`config.mk`:
```
export PLATFORM = sky130hd
export DESIGN_NAME = pair_printer
export DESIGN_NICKNAME = d
export VERILOG_FILES = /design/src/rtl/pair_printer_pkg.sv /design/src/rtl/pair_printer_fifo.sv /design/src/rtl/pair_printer.sv
export SDC_FILE = /design/constraint.sdc
export NUM_CORES = 1
export LEC_CHECK = 0
export CAP_MARGIN = 20
export CORE_MARGIN = 1
export CORE_UTILIZATION = 40
export CTS_CLUSTER_SIZE = 28
export DETAILED_ROUTE_END_ITERATION = 16
export SLEW_MARGIN = 10
export SYNTH_ARGS = -nofsm -noshare
export SYNTH_HDL_FRONTEND = slang
export SYNTH_SLANG_ARGS = --single-unit
export TNS_END_PERCENT = 100
```
`constraint.sdc`:
```
create_clock -name clk -period 2.8 [get_ports clk]
set_clock_uncertainty 0.1 [all_clocks]
set_input_delay 0.42 -clock clk [delete_from_list [all_inputs] [get_ports clk]]
set_output_delay 0.42 -clock clk [all_outputs]
set_load 0.02 [all_outputs]
```
`src/rtl/pair_printer_pkg.sv`:
```
// -----------------------------------------------------------------------------
// printer_pkg
// Shared types and constants for the pair_printer UART serializer.
//
// Contents:
//   ASCII_CR / ASCII_LF  line-terminator characters appended after a line
//   CRLF_ON              1 when PAIR_PRINTER_CRLF_EN is defined, else 0
//   ENTRY_W              FIFO entry width (17 with CRLF, 16 without)
//   txState_e            UART transmit FSM states
//   byteSel_e            which byte of the current entry is on the wire
//   pair_entry_t         unpacked view of one buffered pair
//
// Configuration macro: PAIR_PRINTER_CRLF_EN
// -----------------------------------------------------------------------------
package printer_pkg;

    localparam logic [7:0] ASCII_CR = 8'h0D;
    localparam logic [7:0] ASCII_LF = 8'h0A;

`ifdef PAIR_PRINTER_CRLF_EN
    localparam bit CRLF_ON = 1'b1;
    localparam int ENTRY_W = 17;
`else
    localparam bit CRLF_ON = 1'b0;
    localparam int ENTRY_W = 16;
`endif

    typedef enum logic [1:0] {
        IDLE,
        START,
        DATA,
        STOP
    } txState_e;

    typedef enum logic [1:0] {
        SEL_LHS,
        SEL_RHS,
        SEL_CR,
        SEL_LF
    } byteSel_e;

    typedef struct packed {
        logic [7:0] lhs;
        logic [7:0] rhs;
        logic       last;
    } pair_entry_t;

endpackage

```
`src/rtl/pair_printer_fifo.sv`:
```
// -----------------------------------------------------------------------------
// pair_fifo
// Synchronous FIFO with asynchronous active-low reset. Pointers carry one
// extra wrap bit so that full and empty are told apart by the occupancy
// count (write pointer minus read pointer, modulo 2*DEPTH).
//
// Ports:
//   clk        clock, rising edge
//   rst        asynchronous reset, active low; flushes the FIFO
//   push_i     write wrData_i (ignored while full)
//   wrData_i   entry to write
//   pop_i      drop the head entry (ignored while empty)
//   rdData_o   head entry (valid while not empty)
//   full_o     count == DEPTH
//   empty_o    count == 0
//   count_o    current occupancy
// -----------------------------------------------------------------------------
module pair_fifo #(
    parameter int DEPTH = 4,
    parameter int WIDTH = 16
) (
    input  logic                     clk,
    input  logic                     rst,
    input  logic                     push_i,
    input  logic [WIDTH-1:0]         wrData_i,
    input  logic                     pop_i,
    output logic [WIDTH-1:0]         rdData_o,
    output logic                     full_o,
    output logic                     empty_o,
    output logic [$clog2(DEPTH):0]   count_o
);

    localparam int AW = $clog2(DEPTH);
    localparam logic [AW:0] DEPTH_CNT = (AW + 1)'(DEPTH);

    logic [AW:0]      wrPtr_q;
    logic [AW:0]      rdPtr_q;
    logic [WIDTH-1:0] mem_q [DEPTH];
    logic             doPush;
    logic             doPop;

    assign count_o  = wrPtr_q - rdPtr_q;
    assign full_o   = (count_o == DEPTH_CNT);
    assign empty_o  = (count_o == '0);
    assign doPush   = push_i && !full_o;
    assign doPop    = pop_i && !empty_o;
    assign rdData_o = mem_q[rdPtr_q[AW-1:0]];

    // Pointer registers; wrap is natural modulo of the AW+1 bit counters.
    always_ff @(posedge clk or negedge rst) begin
        if (!rst) begin
            wrPtr_q <= '0;
            rdPtr_q <= '0;
        end else begin
            if (doPush) begin
                wrPtr_q <= wrPtr_q + 1'b1;
            end
            if (doPop) begin
                rdPtr_q <= rdPtr_q + 1'b1;
            end
        end
    end

    // Storage is not reset: a flush only needs the pointers cleared.
    always_ff @(posedge clk) begin
        if (doPush) begin
            mem_q[wrPtr_q[AW-1:0]] <= wrData_i;
        end
    end

endmodule

```
`src/rtl/pair_printer.sv`:
```
// -----------------------------------------------------------------------------
// pair_printer
// Buffers (lhs, rhs) ASCII character pairs in a small FIFO and serializes
// them on a UART 8N1 line: lhs byte, then rhs byte, optionally followed by
// CR LF after a pair that ends a line. Frames run back to back while data
// remains; the line idles high otherwise.
//
// Parameters:
//   CLKS_PER_BIT  clock cycles per UART bit (2..255)
//   FIFO_DEPTH    buffered pairs (power of two, >= 2)
//
// Ports:
//   clk       clock, rising edge
//   rst       asynchronous reset, active low
//   in_valid  a pair is presented on lhs/rhs/in_last
//   in_ready  FIFO can accept a pair (low during reset)
//   lhs       input-side ASCII character
//   rhs       transformed ASCII character
//   in_last   pair ends a line (used only with CRLF enabled)
//   tx        UART serial output, idles high
//   busy      FIFO non-empty or a frame in flight
//
// Configuration macro: PAIR_PRINTER_CRLF_EN (append CR LF after last pairs)
// -----------------------------------------------------------------------------
module pair_printer
    import printer_pkg::*;
#(
    parameter int CLKS_PER_BIT = 16,
    parameter int FIFO_DEPTH   = 4
) (
    input  logic       clk,
    input  logic       rst,
    input  logic       in_valid,
    output logic       in_ready,
    input  logic [7:0] lhs,
    input  logic [7:0] rhs,
    input  logic       in_last,
    output logic       tx,
    output logic       busy
);

    localparam int          CNT_W       = $clog2(FIFO_DEPTH) + 1;
    localparam logic [7:0]  BAUD_RELOAD = 8'(CLKS_PER_BIT - 1);

    txState_e            state_q,     state_d;
    byteSel_e            byteSel_q,   byteSel_d;
    pair_entry_t         curEntry_q,  curEntry_d;
    logic [7:0]          shiftReg_q,  shiftReg_d;
    logic [7:0]          baudCnt_q,   baudCnt_d;
    logic [2:0]          bitCnt_q,    bitCnt_d;
    logic                tx_q,        tx_d;
    logic                readyEn_q;

    logic                fifoPush;
    logic                fifoPop;
    logic [ENTRY_W-1:0]  fifoWrData;
    logic [ENTRY_W-1:0]  fifoRdData;
    logic                fifoFull;
    logic                fifoEmpty;
    logic [CNT_W-1:0]    fifoCount;
    pair_entry_t         headEntry;

    logic                bitDone;
    logic                hasNext;
    logic [7:0]          nextByte;
    byteSel_e            nextSel;

    // readyEn_q holds in_ready low through reset and rises on the first edge
    // after release; otherwise in_ready follows the registered count only.
    assign in_ready = readyEn_q && !fifoFull;
    assign fifoPush = in_valid && in_ready;
    assign tx       = tx_q;
    assign busy     = (state_q != IDLE) || (fifoCount != '0);
    assign bitDone  = (baudCnt_q == 8'd0);

`ifdef PAIR_PRINTER_CRLF_EN
    assign fifoWrData = {lhs, rhs, in_last};
    always_comb begin
        headEntry.lhs  = fifoRdData[16:9];
        headEntry.rhs  = fifoRdData[8:1];
        headEntry.last = fifoRdData[0];
    end
`else
    logic unused_in_last;
    assign unused_in_last = in_last;
    assign fifoWrData = {lhs, rhs};
    always_comb begin
        headEntry.lhs  = fifoRdData[15:8];
        headEntry.rhs  = fifoRdData[7:0];
        headEntry.last = 1'b0;
    end
`endif

    pair_fifo #(
        .DEPTH (FIFO_DEPTH),
        .WIDTH (ENTRY_W)
    ) u_fifo (
        .clk      (clk),
        .rst      (rst),
        .push_i   (fifoPush),
        .wrData_i (fifoWrData),
        .pop_i    (fifoPop),
        .rdData_o (fifoRdData),
        .full_o   (fifoFull),
        .empty_o  (fifoEmpty),
        .count_o  (fifoCount)
    );

    // Byte sequencing within one entry: LHS -> RHS -> (CR -> LF when the
    // entry closes a line and CRLF is built in).
    always_comb begin
        hasNext  = 1'b0;
        nextByte = curEntry_q.rhs;
        nextSel  = SEL_RHS;
        unique case (byteSel_q)
            SEL_LHS: begin
                hasNext  = 1'b1;
                nextByte = curEntry_q.rhs;
                nextSel  = SEL_RHS;
            end
            SEL_RHS: begin
                if (CRLF_ON && curEntry_q.last) begin
                    hasNext  = 1'b1;
                    nextByte = ASCII_CR;
                    nextSel  = SEL_CR;
                end
            end
            SEL_CR: begin
                hasNext  = 1'b1;
                nextByte = ASCII_LF;
                nextSel  = SEL_LF;
            end
            SEL_LF: begin
                hasNext = 1'b0;
            end
        endcase
    end

    // Transmit FSM. tx is registered, so every transition that starts a new
    // bit also sets the level that bit will drive from the next cycle on.
    always_comb begin
        state_d    = state_q;
        byteSel_d  = byteSel_q;
        curEntry_d = curEntry_q;
        shiftReg_d = shiftReg_q;
        baudCnt_d  = baudCnt_q;
        bitCnt_d   = bitCnt_q;
        tx_d       = tx_q;
        fifoPop    = 1'b0;

        if (state_q != IDLE && !bitDone) begin
            baudCnt_d = baudCnt_q - 8'd1;
        end

        unique case (state_q)
            IDLE: begin
                if (!fifoEmpty) begin
                    fifoPop    = 1'b1;
                    curEntry_d = headEntry;
                    shiftReg_d = headEntry.lhs;
                    byteSel_d  = SEL_LHS;
                    tx_d       = 1'b0;
                    baudCnt_d  = BAUD_RELOAD;
                    state_d    = START;
                end
            end
            START: begin
                if (bitDone) begin
                    tx_d      = shiftReg_q[0];
                    baudCnt_d = BAUD_RELOAD;
                    bitCnt_d  = 3'd0;
                    state_d   = DATA;
                end
            end
            DATA: begin
                if (bitDone) begin
                    baudCnt_d = BAUD_RELOAD;
                    if (bitCnt_q == 3'd7) begin
                        tx_d     = 1'b1;
                        bitCnt_d = 3'd0;
                        state_d  = STOP;
                    end else begin
                        shiftReg_d = shiftReg_q >> 1;
                        tx_d       = shiftReg_q[1];
                        bitCnt_d   = bitCnt_q + 3'd1;
                    end
                end
            end
            STOP: begin
                if (bitDone) begin
                    if (hasNext) begin
                        shiftReg_d = nextByte;
                        byteSel_d  = nextSel;
                        tx_d       = 1'b0;
                        baudCnt_d  = BAUD_RELOAD;
                        state_d    = START;
                    end else if (!fifoEmpty) begin
                        fifoPop    = 1'b1;
                        curEntry_d = headEntry;
                        shiftReg_d = headEntry.lhs;
                        byteSel_d  = SEL_LHS;
                        tx_d       = 1'b0;
                        baudCnt_d  = BAUD_RELOAD;
                        state_d    = START;
                    end else begin
                        state_d = IDLE;
                    end
                end
            end
        endcase
    end

    // State and datapath registers. Reset drives tx high at once and drops
    // any partial byte; the FIFO flushes through its own reset.
    always_ff @(posedge clk or negedge rst) begin
        if (!rst) begin
            state_q    <= IDLE;
            byteSel_q  <= SEL_LHS;
            curEntry_q <= '0;
            shiftReg_q <= '0;
            baudCnt_q  <= '0;
            bitCnt_q   <= '0;
            tx_q       <= 1'b1;
            readyEn_q  <= 1'b0;
        end else begin
            state_q    <= state_d;
            byteSel_q  <= byteSel_d;
            curEntry_q <= curEntry_d;
            shiftReg_q <= shiftReg_d;
            baudCnt_q  <= baudCnt_d;
            bitCnt_q   <= bitCnt_d;
            tx_q       <= tx_d;
            readyEn_q  <= 1'b1;
        end
    end

endmodule

```
==> results.md <==
* R2R Setup Slk at 390 ps
* Fraction of layout cells with a size suffix above 1 at 18.15%
* Crit path buffers/inverters at 2
* Commonest non-fill, non-tap cell in the layout: edfxtp_1
* Slew @ Worst Pin at 904.1 ps
* Async SR Flop Fraction at 37.86%
* LEAKAGE at 1.872 nW
* Synth-to-Final Area Change at 15.16%
* CTS resizes at 2
* Status: complete, no violations
* Top delay family on crit path: buffers and inverters
* Worst reg2reg path startpoint: u_fifo.wrPtr_q[0]$_DFFE_PN0N_
* Crit-path slowest cell: dfrtp_1
* Final setup fails at 0
* RR Endpoint: shiftReg_q[5]$_DFFE_PN0P_
* Synthesized instance count at 296
* Crit end category: output pin
* Final hold vios at 0
* IO Count at 23
* YS warnings at 0
* CP required at 2280 ps
* Antenna Diode Count at 0
* Post-route ant nets at 0
* Drt wl/cell at 17.39 µm
* Setup TNS at 0 ps
* Number of setup buffers added after CTS at 0
* Cells on worst reg2reg path at 8
* Setup crit start: u_fifo.wrPtr_q[0]$_DFFE_PN0N_
* Detailed-route via count at 2526
* Clock latency at the later pin of the worst-skew pair at 370 ps
* CP max stage delay at 410 ps
* CP Launch Type: flip-flop
* RSZ-0062 raised after global routing: false
* Placed Cells at 460
* Number of iterations in the first detailed-routing pass at 5
* Fmax at 393.1 MHz
* Number of synthesized register bits at 103
* Maxcap violations at 0
* Crit-path max FO at 4
* CTS clock-pin slew for the worst setup and hold paths at 90 ps
* Antenna violations before repair at 0
* Root buffer cell: clkbuf_8
* Filler cells at 941
* WHS at 72.92 ps
* First-pass GRT wire length at 13850 µm
* GP Congestion at 0.7745
* Post-DP HPWL at 5418 µm
* Die width at 107.6 µm
* Crit path time final at 2544 ps
* Final period util at 90.84%
* Initial DRC Count at 168
* CTS Buf Count at 9
* Main synth FF type: edfxtp_1
* Die ar. at 11590 µm²
* H-tree depth at 3
* Maximum VDD drop at 369.5 µV
* Largest net degree at the start of global routing at 40
* Port buffer count at 21
* PwrDens at 625.1 nW/µm²
* # nets final at 366
* Post-Synthesis Net Count at 331
* Hold buffers post-CTS at 0
* Crit Path Category: reg -> out
* Final Power at 3.214 mW
* Sink Count at 103
* Number of synthesized flops with an enable pin at 64
* GR Overflow Total at 0
* Synth Cell Area at 4464 µm²
* Slew Limit Fails at 0
* DR vias/cell at 5.307
* Most frequent cells in the layout: 64 x edfxtp_1, 38 x dfrtp_1, 19 x nand2_1, 18 x clkdlybuf4s50_1
* Layout Utilization at 47.43%
* Core area at 10840 µm²
* Crit path cell chain: inv_1 -> ha_1 -> nor2b_1 -> xor2_1 -> nand3_1 -> dlygate4sd2_1
* Unique masters post-synth at 49
* Mean Syn Cell Area at 15.08 µm²
* HP Class: in -> async
* Vias in the first global route at 2644
* Sequential-to-total area share from yosys stat at 64.94%
* Arrival @ worst endpoint at 2020 ps
* Die H at 107.6 µm
* All-Layer GR Usage at 16.13%
* Slew HR at 39.73%
* Row cnt at 38
* Starting utilization of the core area at 41.18%
* Routed WL at 8277 µm
* Drt drc at 0
* Final cell count without fillers at 476
* TritonCTS clock tree: done
* Max Root-Sink Buffers at 2
## through the flow
stage	area (µm²)	setup WS [ps]
floorplan	4471	117.9
global placement	4951	403.6
detailed placement	4951	377.6
CTS	5141	209.9
global route	5141	104.5
finish	5141	256.4
## how the worst max path moves through the flow
| stage | slack [ps] | cells after the start | to |
|---|---|---|---|
| 2_1_floorplan | 120 | 8 | u_fifo.mem_q[3][0]$_DFFE_PP_ |
| 3_3_place_gp | 400 | 6 | in_ready |
| 3_5_place_dp | 380 | 5 | in_ready |
| 4_1_cts | 210 | 6 | busy |
| 5_1_grt | 100 | 6 | busy |
| 6_report | 260 | 6 | busy |
## worst reg2reg max path, delay by kind of cell (launching register included)
family          cells  cell delay, ps
compound gates      3             980
buf+inv             2             320
flops               1             410
simple gates        1             230
xor+xnor            1             120
fa+ha+maj           1             160
## state kept, by name, summed over array words and instances (netlist names), named ones only
signal          count
readyEn_q           1
bitCnt_q            3
u_fifo.wrPtr_q      3
baudCnt_q           8
state_q             2
curEntry_q          8
u_fifo.mem_q       64
u_fifo.rdPtr_q      3
shiftReg_q          8
byteSel_q           1
tx                  1
## where the power goes
group / leakage (nW) / total, mW / switching [mW] / internal [mW]
clock network: 0.0987 / 0.932 / 0.510 / 0.423
registers: 1.05 / 1.79 / 0.0394 / 1.75
logic: 0.728 / 0.493 / 0.290 / 0.203
total: 1.87 / 3.21 / 0.839 / 2.37
## metal layers
metal	vias up	wire [µm]	share of wire, %	track usage (%)
met1	1268	3722	45	20.61
met3	10	257	3.1	3.814
met4	0	112	1.4	5.577
met5	-	0	0	0
met2	44	4184	51	26.83
li1	1204	-	-	-
## final cells by class
cell class              count  area [µm²]  area share, %
flip-flops and latches    103        2899          56.39
multi-input cells         174        1494          29.06
repair buffers             33       342.8          6.668
well taps                 140       175.2          3.407
clock buffers              11       131.4          2.555
clock inverters             5       61.31          1.193
inverters                  10       37.54         0.7301
## cells in the mapped netlist (2+ instances only)
cell type	instances	area share, %
a31oi_1	2	0.28
xor2_1	5	0.98
nand2b_1	2	0.28
edfxtp_1	64	43
o2bb2ai_1	3	0.59
o21ai_0	14	1.6
mux4_2	16	8.1
a21oi_1	12	1.3
nand2_1	19	1.6
o31ai_1	3	0.50
clkbuf_1	5	0.42
mux2_2	9	2.3
nor2b_1	3	0.42
inv_1	10	0.84
a22oi_1	2	0.34
a221oi_1	3	0.59
a222oi_1	5	1.1
a22o_1	2	0.39
xnor2_1	6	1.2
buf_2	4	0.45
dfrtp_1	38	21
nand3_1	2	0.22
nor2_1	16	1.3
nor3_1	8	0.90
ha_1	15	4.2
and2_1	5	0.70
## cells by family (layout without fill, tap and decap cells)
| group | count (synthesis) | count (layout) | synth area share (%) |
|---|---|---|---|
| other | 1 | 1 | 0.08400 |
| buffers and inverters | 19 | 59 | 1.710 |
| DFF | 103 | 103 | 64.94 |
| xor gates and xnor gates | 11 | 11 | 2.158 |
| muxes | 26 | 26 | 10.57 |
| AOI/OAI and AO/OA | 55 | 55 | 8.745 |
| and+or+nand+nor | 66 | 66 | 7.596 |
| adders and majority gates | 15 | 15 | 4.204 |
Note: power is estimated with default switching activity, not from simulation.
